==> src/rtl/pc_pkg.sv <==
// Shared constants and next-PC source encoding for the PC / return-address-stack slice.
package pc_pkg;

    localparam int PC_W_DEF        = 16;
    localparam int BR_IMM_W_DEF    = 6;
    localparam int JMP_IMM_W_DEF   = 12;
    localparam int INSTR_BYTES_DEF = 2;
    localparam int RAS_DEPTH_DEF   = 4;

    typedef enum logic [2:0] {
        SEQ    = 3'd0,
        BRANCH = 3'd1,
        JUMP   = 3'd2,
        CALL   = 3'd3,
        RET    = 3'd4
    } pc_src_e;

endpackage

==> src/rtl/ret_addr_stack.sv <==
// Circular return-address stack: a full push overwrites the oldest entry, a pop of an empty stack is refused.
module ret_addr_stack #(
    parameter int PC_W      = 16,
    parameter int RAS_DEPTH = 4
) (
    input  logic            clk_pi,
    input  logic            reset_pi,
    input  logic            push,
    input  logic            pop,
    input  logic [PC_W-1:0] push_data,
    output logic [PC_W-1:0] top_data,
    output logic            empty,
    output logic            full,
    output logic            overflow_evt,
    output logic            underflow_evt
);

    localparam int PTR_W = $clog2(RAS_DEPTH);
    localparam int CNT_W = PTR_W + 1;

    logic [PC_W-1:0]  mem_r [RAS_DEPTH];
    logic [PTR_W-1:0] sp_r;
    logic [CNT_W-1:0] cnt_r;
    logic [PTR_W-1:0] top_idx_s;
    logic             do_pop_s;
    logic             do_push_s;

    assign top_idx_s     = sp_r - PTR_W'(1);
    assign top_data      = mem_r[top_idx_s];
    assign empty         = (cnt_r == CNT_W'(0));
    assign full          = (cnt_r == CNT_W'(RAS_DEPTH));
    assign do_pop_s      = pop && !empty;
    assign do_push_s     = push && !pop;
    assign overflow_evt  = do_push_s && full;
    assign underflow_evt = pop && empty;

    // Stack pointer and occupancy; occupancy saturates at RAS_DEPTH on overwrite
    always_ff @(posedge clk_pi or posedge reset_pi) begin
        if (reset_pi) begin
            sp_r  <= {PTR_W{1'b0}};
            cnt_r <= {CNT_W{1'b0}};
        end else if (do_pop_s) begin
            sp_r  <= top_idx_s;
            cnt_r <= cnt_r - CNT_W'(1);
        end else if (do_push_s) begin
            sp_r  <= sp_r + PTR_W'(1);
            cnt_r <= full ? cnt_r : cnt_r + CNT_W'(1);
        end else begin
            sp_r  <= sp_r;
            cnt_r <= cnt_r;
        end
    end

    // Entry storage; contents are never read while the stack is empty, so no reset
    always_ff @(posedge clk_pi) begin
        if (do_push_s) begin
            mem_r[sp_r] <= push_data;
        end
    end

endmodule

==> src/rtl/pc_stack_unit.sv <==
// Program counter with relative branch/jump/call, return-address stack and sticky stack error flags.
module pc_stack_unit
    import pc_pkg::*;
#(
    parameter int PC_W        = PC_W_DEF,
    parameter int BR_IMM_W    = BR_IMM_W_DEF,
    parameter int JMP_IMM_W   = JMP_IMM_W_DEF,
    parameter int INSTR_BYTES = INSTR_BYTES_DEF,
    parameter int RAS_DEPTH   = RAS_DEPTH_DEF
) (
    input  logic                 clk_pi,
    input  logic                 reset_pi,
    input  logic                 clk_en_pi,
    input  logic                 branch_taken_pi,
    input  logic [BR_IMM_W-1:0]  branch_immediate_pi,
    input  logic                 jump_taken_pi,
    input  logic                 call_pi,
    input  logic [JMP_IMM_W-1:0] jump_immediate_pi,
    input  logic                 ret_pi,
    input  logic                 clear_flags_pi,
    output logic [PC_W-1:0]      pc_po,
    output logic                 ras_empty_po,
    output logic                 ras_full_po,
    output logic                 ras_overflow_po,
    output logic                 ras_underflow_po
);

    logic [PC_W-1:0] pc_r;
    logic [PC_W-1:0] seq_s;
    logic [PC_W-1:0] br_tgt_s;
    logic [PC_W-1:0] jmp_tgt_s;
    logic [PC_W-1:0] top_s;
    logic [PC_W-1:0] pc_next_s;
    pc_src_e         src_s;
    logic            push_s;
    logic            pop_s;
    logic            empty_s;
    logic            full_s;
    logic            ovf_evt_s;
    logic            unf_evt_s;
    logic            ovf_r;
    logic            unf_r;

    assign seq_s     = pc_r + PC_W'(INSTR_BYTES);
    assign br_tgt_s  = seq_s + {{(PC_W-BR_IMM_W){branch_immediate_pi[BR_IMM_W-1]}}, branch_immediate_pi};
    assign jmp_tgt_s = seq_s + {{(PC_W-JMP_IMM_W){jump_immediate_pi[JMP_IMM_W-1]}}, jump_immediate_pi};

    // Single-winner source selection so offsets never accumulate
    always_comb begin
        src_s = SEQ;
        if (ret_pi) begin
            src_s = RET;
        end else if (call_pi) begin
            src_s = CALL;
        end else if (jump_taken_pi) begin
            src_s = JUMP;
        end else if (branch_taken_pi) begin
            src_s = BRANCH;
        end else begin
            src_s = SEQ;
        end
    end

    // Next-PC mux; a return with nothing stacked falls through to sequential
    always_comb begin
        pc_next_s = seq_s;
        case (src_s)
            RET:       pc_next_s = empty_s ? seq_s : top_s;
            CALL,
            JUMP:      pc_next_s = jmp_tgt_s;
            BRANCH:    pc_next_s = br_tgt_s;
            SEQ:       pc_next_s = seq_s;
            default:   pc_next_s = seq_s;
        endcase
    end

    assign push_s = clk_en_pi && (src_s == CALL);
    assign pop_s  = clk_en_pi && (src_s == RET);

    ret_addr_stack #(
        .PC_W      (PC_W),
        .RAS_DEPTH (RAS_DEPTH)
    ) u_ras (
        .clk_pi        (clk_pi),
        .reset_pi      (reset_pi),
        .push          (push_s),
        .pop           (pop_s),
        .push_data     (seq_s),
        .top_data      (top_s),
        .empty         (empty_s),
        .full          (full_s),
        .overflow_evt  (ovf_evt_s),
        .underflow_evt (unf_evt_s)
    );

    // Program counter register
    always_ff @(posedge clk_pi or posedge reset_pi) begin
        if (reset_pi) begin
            pc_r <= {PC_W{1'b0}};
        end else if (clk_en_pi) begin
            pc_r <= pc_next_s;
        end else begin
            pc_r <= pc_r;
        end
    end

    // Sticky flags: events only occur when enabled, clear works even while stalled, set beats clear
    always_ff @(posedge clk_pi or posedge reset_pi) begin
        if (reset_pi) begin
            ovf_r <= 1'b0;
            unf_r <= 1'b0;
        end else begin
            if (ovf_evt_s) begin
                ovf_r <= 1'b1;
            end else if (clear_flags_pi) begin
                ovf_r <= 1'b0;
            end else begin
                ovf_r <= ovf_r;
            end
            if (unf_evt_s) begin
                unf_r <= 1'b1;
            end else if (clear_flags_pi) begin
                unf_r <= 1'b0;
            end else begin
                unf_r <= unf_r;
            end
        end
    end

    assign pc_po            = pc_r;
    assign ras_empty_po     = empty_s;
    assign ras_full_po      = full_s;
    assign ras_overflow_po  = ovf_r;
    assign ras_underflow_po = unf_r;

endmodule

==> config.mk <==
export PLATFORM = sky130hd
export DESIGN_NAME = pc_stack_unit
export DESIGN_NICKNAME = d
export VERILOG_FILES = /design/src/rtl/pc_pkg.sv /design/src/rtl/ret_addr_stack.sv /design/src/rtl/pc_stack_unit.sv
export SDC_FILE = /design/constraint.sdc
export NUM_CORES = 1
export LEC_CHECK = 0
export CORE_UTILIZATION = 55
export DETAILED_ROUTE_END_ITERATION = 7
export DONT_BUFFER_PORTS = 1
export PLACE_DENSITY = 0.7
export SETUP_SLACK_MARGIN = 0.4
export SYNTH_ARGS = -nofsm -noshare
export SYNTH_HDL_FRONTEND = slang
export SYNTH_SLANG_ARGS = --single-unit
==> constraint.sdc <==
create_clock -name clk_pi -period 7.1 [get_ports clk_pi]
set_clock_uncertainty 0.1 [all_clocks]
set_input_delay 1.42 -clock clk_pi [delete_from_list [all_inputs] [get_ports clk_pi]]
set_output_delay 1.42 -clock clk_pi [all_outputs]
set_load 0.02 [all_outputs]
==> impl_results.md, run 1 <==
* Status: completed
* Biggest cell delay along the critical path at 620 ps
* Post-Syn Instances at 411
* CP dominant cell by count: nand2_1
* Yosys warning total at 0
* Sequential area share after synthesis at 51.5%
* Critical Path Slowest Stage Cell: or4b_4
* Syn Nets at 459
* Wire per inst at 21.3 um
* Die area at 9190 um2
* Top-area cell type share of the netlist area at 39.7%
* Post-layout net count at 456
* WHS Path Cells at 1
* Critical Path Source Type: input pin
* CP Data Arrival Time at 4250 ps
* Setup TNS at 0 ps
* Mapped Area at 4850 um2
* Core footprint at 8380 um2
* RR Startpoint: pc_po[3]$_DFFE_PP0P_
* Critical Path RT at 7260 ps
* Starting Density at 57.8%
* Worst setup margin at 3000 ps
* H-Tree Depth at 3
* PortBufs at 0
* Share of layout cells above drive strength 1 at 12.3%
* Max FO, Critical Path at 12
* Final hold violations at 0
* #FFs+latches synth at 87
* Slew Viols, Final at 0
* Largest net degree at the start of global routing at 41
* 1st-iter DRT viols at 182
* Overall Global Routing Usage at 26.1%
* Clock Latency Late Sink at 370 ps
* DRT Pass-1 Iters at 4
* Hold WC Path Type: flip-flop to flip-flop
* Most common cell in the synthesized netlist: edfxtp_1
* Via count at 3,305
* Post-synth EDFFs at 64
* Worst slew margin relative to its limit at 35.6%
* Clock buffer count from CTS at 9
* Die height at 95.9 um
* Critical path type: input pin to flip-flop
* Estimated wirelength of the detail-placed design at 7.62 mm
* Ports at 46
* Number of instances in the placed design at 502
* Vias per Instance at 6.38
* Leading cell types by count after synthesis: edfxtp_1 (64), nand2_1 (59), nor2_1 (24), dfrtp_1 (23)
* Top_reg_cell synth: edfxtp_1
* Cells on worst reg2reg path at 11
* Antenna violations before repair at 0
* Vias in the first global route at 3,228
* Gpl congestion at 0.901
* Post-synth top area cell: edfxtp_1
* Clock Path Buffers at 2
* DRC Markers at 0
* Hold Buf Count CTS at 0
* Flop2flop setup slack at 3500 ps
* Tmin final at 4100 ps
* # rows at 33
* Post_cts resized at 0
* CP Cell Sequence: or4b_4 > nand2_1 > nand2_1 > ha_1 > fa_1 > a21oi_1 > o22ai_1 > o21ai_0 > a2111oi_0 > o31a_1 > a21o_1
* WHS Endpoint: u_ras.cnt_r[2]$_DFFE_PP0P_
* Clock sink count at 87
* Reg2reg end: pc_po[12]$_DFFE_PP0P_
* First-pass GRT wire length at 17.0 mm
* Hold Path Origin: u_ras.cnt_r[2]$_DFFE_PP0P_
* Max cap viols at 0
* Routed Antenna Nets at 0
* Post-CTS Setup Repair Bufs at 0
* CTS tree: built
* CTS clk-pin slew, worst paths at 90 ps
* Worst-Margin Slew at 966 ps
* Worst setup EP type: flip-flop
* Post-synth ARST share at 26.4%
* Total power draw at 2390 uW
* Final Cycle Share at 57.7%
* Final setup vio count at 0
* Die X at 95.9 um
* Gr ovfl total at 0
* Final Instance Count excl. Fillers at 518
* Synthesized area per cell at 11.8 um2
* Static Leak at 0.00195 uW
* Maximum VDD drop at 0.201 mV
* Top cells by area, synth: edfxtp_1 (40%), dfrtp_1 (12%), mux4_2 (7.4%)
* Clk root buf: clkbuf_8
* Ant diodes at 0
* FMAX at 244 MHz
* Routed WL at 11.1 mm
* Setup WS pre-CTS at 2660 ps
* RSZ-0062 raised after global routing: false
* Area Overhead vs Synth at 5.68%
* Pwr per Cell Area at 466 nW/um2
* Fillers at 688
* Synth cell types at 68
where the power goes:
group	leakage, uW	switching, uW	internal, uW	total [uW]
Sequential	0.000845	182	711	893
Combinational	0.000994	645	473	1120
Clock	0.000110	178	198	376
how the worst max path moves through the flow:
| stage | from | end | cells past startpoint |
|---|---|---|---|
| after floorplan | ret_pi | pc_po[12]$_DFFE_PP0P_ | 12 |
| final | ret_pi | pc_po[12]$_DFFE_PP0P_ | 11 |
| after global routing | ret_pi | pc_po[12]$_DFFE_PP0P_ | 11 |
| after global placement | ret_pi | pc_po[12]$_DFFE_PP0P_ | 11 |
| after CTS | ret_pi | pc_po[12]$_DFFE_PP0P_ | 11 |
| after detailed placement | ret_pi | pc_po[12]$_DFFE_PP0P_ | 11 |
logic make-up (layout without fill, tap and decap cells):
family          after synthesis  after routing  share of synthesized area, %
fa+ha+maj                    22             22                          5.99
mux                          18             18                          7.88
xor+xnor                     23             23                          4.31
buf+inv                      37             39                          3.41
flops                        87             87                          51.5
simple gates                139            139                          14.9
compound gates               85             85                          12.0
layout by cell type (no fill, tap or decap), types with 3 or more instances in the layout:
| master | count |
|---|---|
| inv_1 | 20 |
| nand2_1 | 59 |
| o22ai_1 | 3 |
| dfrtp_1 | 23 |
| clkinv_2 | 3 |
| a21o_1 | 3 |
| xnor2_1 | 15 |
| and2_1 | 4 |
| nor2_1 | 24 |
| o31ai_1 | 3 |
| nand3_1 | 14 |
| buf_4 | 3 |
| xor2_1 | 7 |
| nor3_1 | 6 |
| clkbuf_8 | 9 |
| mux4_2 | 16 |
| a22oi_1 | 6 |
| a21oi_1 | 17 |
| nand4_1 | 3 |
| a31oi_1 | 7 |
| edfxtp_1 | 64 |
| and3_1 | 5 |
| nor2b_1 | 3 |
| o21ai_0 | 14 |
| a22o_1 | 4 |
| ha_1 | 20 |
sequential cells by signal, summed over array words and instances (netlist names):
signal	cells
u_ras.cnt_r	3
pc_po	16
u_ras.mem_r	64
ras_underflow_po	1
ras_overflow_po	1
u_ras.sp_r	2
stage by stage:
stage	area [um2]	utilization, %	hold slack, ps
after floorplan	4850	-	382
after global placement	4910	58.6	397
after detailed placement	4910	58.6	407
after CTS	5120	61.1	421
after global routing	5120	61.1	437
final	5120	61.1	421
critical path: cells and delay by family:
family | cells | cell delay [ps]
compound gates | 6 | 1410
simple gates | 3 | 790
fa+ha+maj | 2 | 610
cell type report:
type                    instances  area (um2)  share of cell area, %
clock inverters                 6        83.8                   1.64
clock buffers                  10         128                   2.49
well taps                     105         131                   2.57
inverters                      20        75.1                   1.47
repair buffers                  3        22.5                  0.440
multi-input cells             287        2180                   42.6
flip-flops and latches         87        2500                   48.8
per-layer routing:
metal | up-vias | share of wire (%) | track usage (%)
met5 | - | 0 | 0
met4 | 0 | 1.7 | 10.1
met1 | 1659 | 42 | 33.9
met3 | 17 | 7.0 | 5.85
met2 | 85 | 49 | 42.8
li1 | 1544 | - | -
Power figures use the tool's default switching activity.
==> inputs of run 2 (changes only) <==
Settings changed: PLACE_DENSITY 0.7 to 0.73.
Clock period 7.1 ns to 3.46 ns, I/O delays scaled along.
==> run 2 against run 1 <==
Effect of this change:
- largest cell class unchanged
- combinational power grew to 2.6 times the previous value
- routed wire length increased by 6.5%
- cell area increased by 6.9%
- highest routed layer unchanged
- largest power group unchanged
- register-to-register slack worse by 3100 ps
==> impl_results.md, run 2 (same netlist as run 1, synthesis figures left out) <==
* Core footprint at 8380 um2
* WHS Path Cells at 1
* Area Overhead vs Synth at 13.0%
* Via count at 3,411
* Fillers at 644
* Routed Antenna Nets at 0
* Gr ovfl total at 0
* Routed WL at 11.8 mm
* Largest net degree at the start of global routing at 41
* Clk root buf: clkbuf_8
* H-Tree Depth at 3
* WHS at 330 ps
* # rows at 33
* Share of layout cells above drive strength 1 at 21.9%
* Worst slew margin relative to its limit at 33.2%
* Gpl congestion at 0.887
* Sw frac at 41.1%
* Worst-Margin Slew at 1000 ps
* Hold WC Path Type: input pin to flip-flop
* Final Cycle Share at 87.9%
* Overall Global Routing Usage at 27.1%
* Final hold violations at 0
* Area occupied by multi-input gates at 2310 um2
* Max FO, Critical Path at 7
* Die X at 95.9 um
* Die area at 9190 um2
* RR Startpoint: pc_po[6]$_DFFE_PP0P_
* Top reg by flops: u_ras.mem_r
* Post-layout net count at 481
* Worst setup EP type: flip-flop
* Antenna violations before repair at 0
* Max reg flops at 64
* Final Instance Count excl. Fillers at 543
* Pwr per Cell Area at 991 nW/um2
* CTS clk-pin slew, worst paths at 90 ps
* CP Data Arrival Time at 3200 ps
* Flop2flop setup slack at 420 ps
* Reg power frac at 31.1%
* FMAX at 329 MHz
* Critical Path RT at 3620 ps
* Die height at 95.9 um
* Logic gate share of total power at 52.8%
* Static Leak at 0.00212 uW
* Final setup vio count at 0
* Vias per Instance at 6.28
* Ports at 46
* DRC Markers at 0
* Critical path type: input pin to flip-flop
* Estimated wirelength of the detail-placed design at 8.09 mm
* Wire per inst at 21.7 um
* Starting Density at 57.8%
* Commonest non-fill, non-tap cell in the layout: edfxtp_1
* Status: completed
* Clock sink count at 87
* PortBufs at 0
* Critical Path Source Type: input pin
* Ant diodes at 0
* WHS Endpoint: pc_po[1]$_DFFE_PP0P_
* Clock Path Buffers at 2
* CTS tree: built
* RSZ-0062 raised after global routing: true
* DRT Pass-1 Iters at 6
* Clock buffer count from CTS at 9
* Vias in the first global route at 3,350
* Clk pwr share at 16.1%
* Register area at 2500 um2
* Most frequent cells in the layout: edfxtp_1 (64), nand2_1 (59), buf_4 (28), dfrtp_1 (23), nor2_1 (22)
* First-pass GRT wire length at 17.8 mm
* Maximum VDD drop at 0.447 mV
* Clock Latency Late Sink at 360 ps
* Setup TNS at 0 ps
* 1st-iter DRT viols at 275
* Hold Buf Count CTS at 0
* Reg2reg end: pc_po[12]$_DFFE_PP0P_
* Switch Pwr at 2230 uW
* Cells on worst reg2reg path at 11
* Tmin final at 3040 ps
* Number of instances in the placed design at 523
* Internal power at 3190 uW
* Max cap viols at 0
* Slew Viols, Final at 0
* Hold Path Origin: clk_en_pi
-- run 2: cell count changes in the layout (fill, tap and decap cells not counted), moves of 3 or more --
cell / delta
o21ai_0: -3
xnor2_2: +3
a21oi_1: -4
ha_2: +3
ha_1: -4
xnor2_1: -4
clkinv_2: -3
a21oi_2: +4
buf_4: +25
-- run 2: per-layer routing --
| layer | GRT usage, % | part of all wire [%] | vias to the layer above |
|---|---|---|---|
| met3 | 7.03 | 7.4 | 20 |
| met2 | 43.9 | 49 | 123 |
| met5 | 0 | 0 | - |
| met4 | 7.59 | 1.7 | 0 |
| met1 | 36.3 | 42 | 1682 |
| li1 | - | - | 1586 |
-- run 2: per-stage QoR --
step                      utilization [%]  setup slack (ps)  instance area, um2  total power (uW)
final                                65.3               418                5470              5420
after global routing                 65.3               363                5470              5730
after CTS                            63.8               352                5340              5220
after detailed placement             60.6              61.4                5080              4320
after global placement               60.6              86.2                5080              4240
after floorplan                         -               216                4860              3620
-- run 2: worst max-delay path, cell delays in order --
cell and delay, ps:
or4b_4 580, buf_4 190, nand2_1 80, nand2_2 130, ha_2 450, nand2_1 90, and3_1 200, o21ai_0 250
o311ai_1 150, o31a_1 250, a21o_1 150
-- run 2: cell type report --
class                      count  share of cell area, %
sequential                    87                   45.6
timing repair buffer          28                   3.84
multi-input combinational    287                   42.2
clock buffer                  11                   2.58
clock inverter                 5                   1.94
inverter                      20                   1.37
tap                          105                   2.40
-- run 2: power groups by stage --
stage / clock network [uW] / logic (uW) / registers [uW]
detailed placement: 0 / 2610 / 1710
finish: 873 / 2860 / 1690
global placement: 0 / 2540 / 1700
CTS: 879 / 2660 / 1690
floorplan: 0 / 1860 / 1760
global route: 926 / 3090 / 1710
-- run 2: worst max path at each step --
stage / cells past startpoint / from / endpoint / slack (ps)
after floorplan: 12 / call_pi / pc_po[12]$_DFFE_PP0P_ / 220
after global placement: 11 / call_pi / pc_po[12]$_DFFE_PP0P_ / 90
after detailed placement: 11 / call_pi / pc_po[12]$_DFFE_PP0P_ / 60
after CTS: 11 / pc_po[6]$_DFFE_PP0P_ / pc_po[14]$_DFFE_PP0P_ / 350
after global routing: 11 / call_pi / pc_po[12]$_DFFE_PP0P_ / 360
final: 11 / call_pi / pc_po[12]$_DFFE_PP0P_ / 420
-- run 2: timing repair --
item / CTS / global route
endpoints found under the setup margin: 4 / 8
setup buffers: 1 / 3
gates resized for setup: 2 / 23
pin swaps: 1 / 3
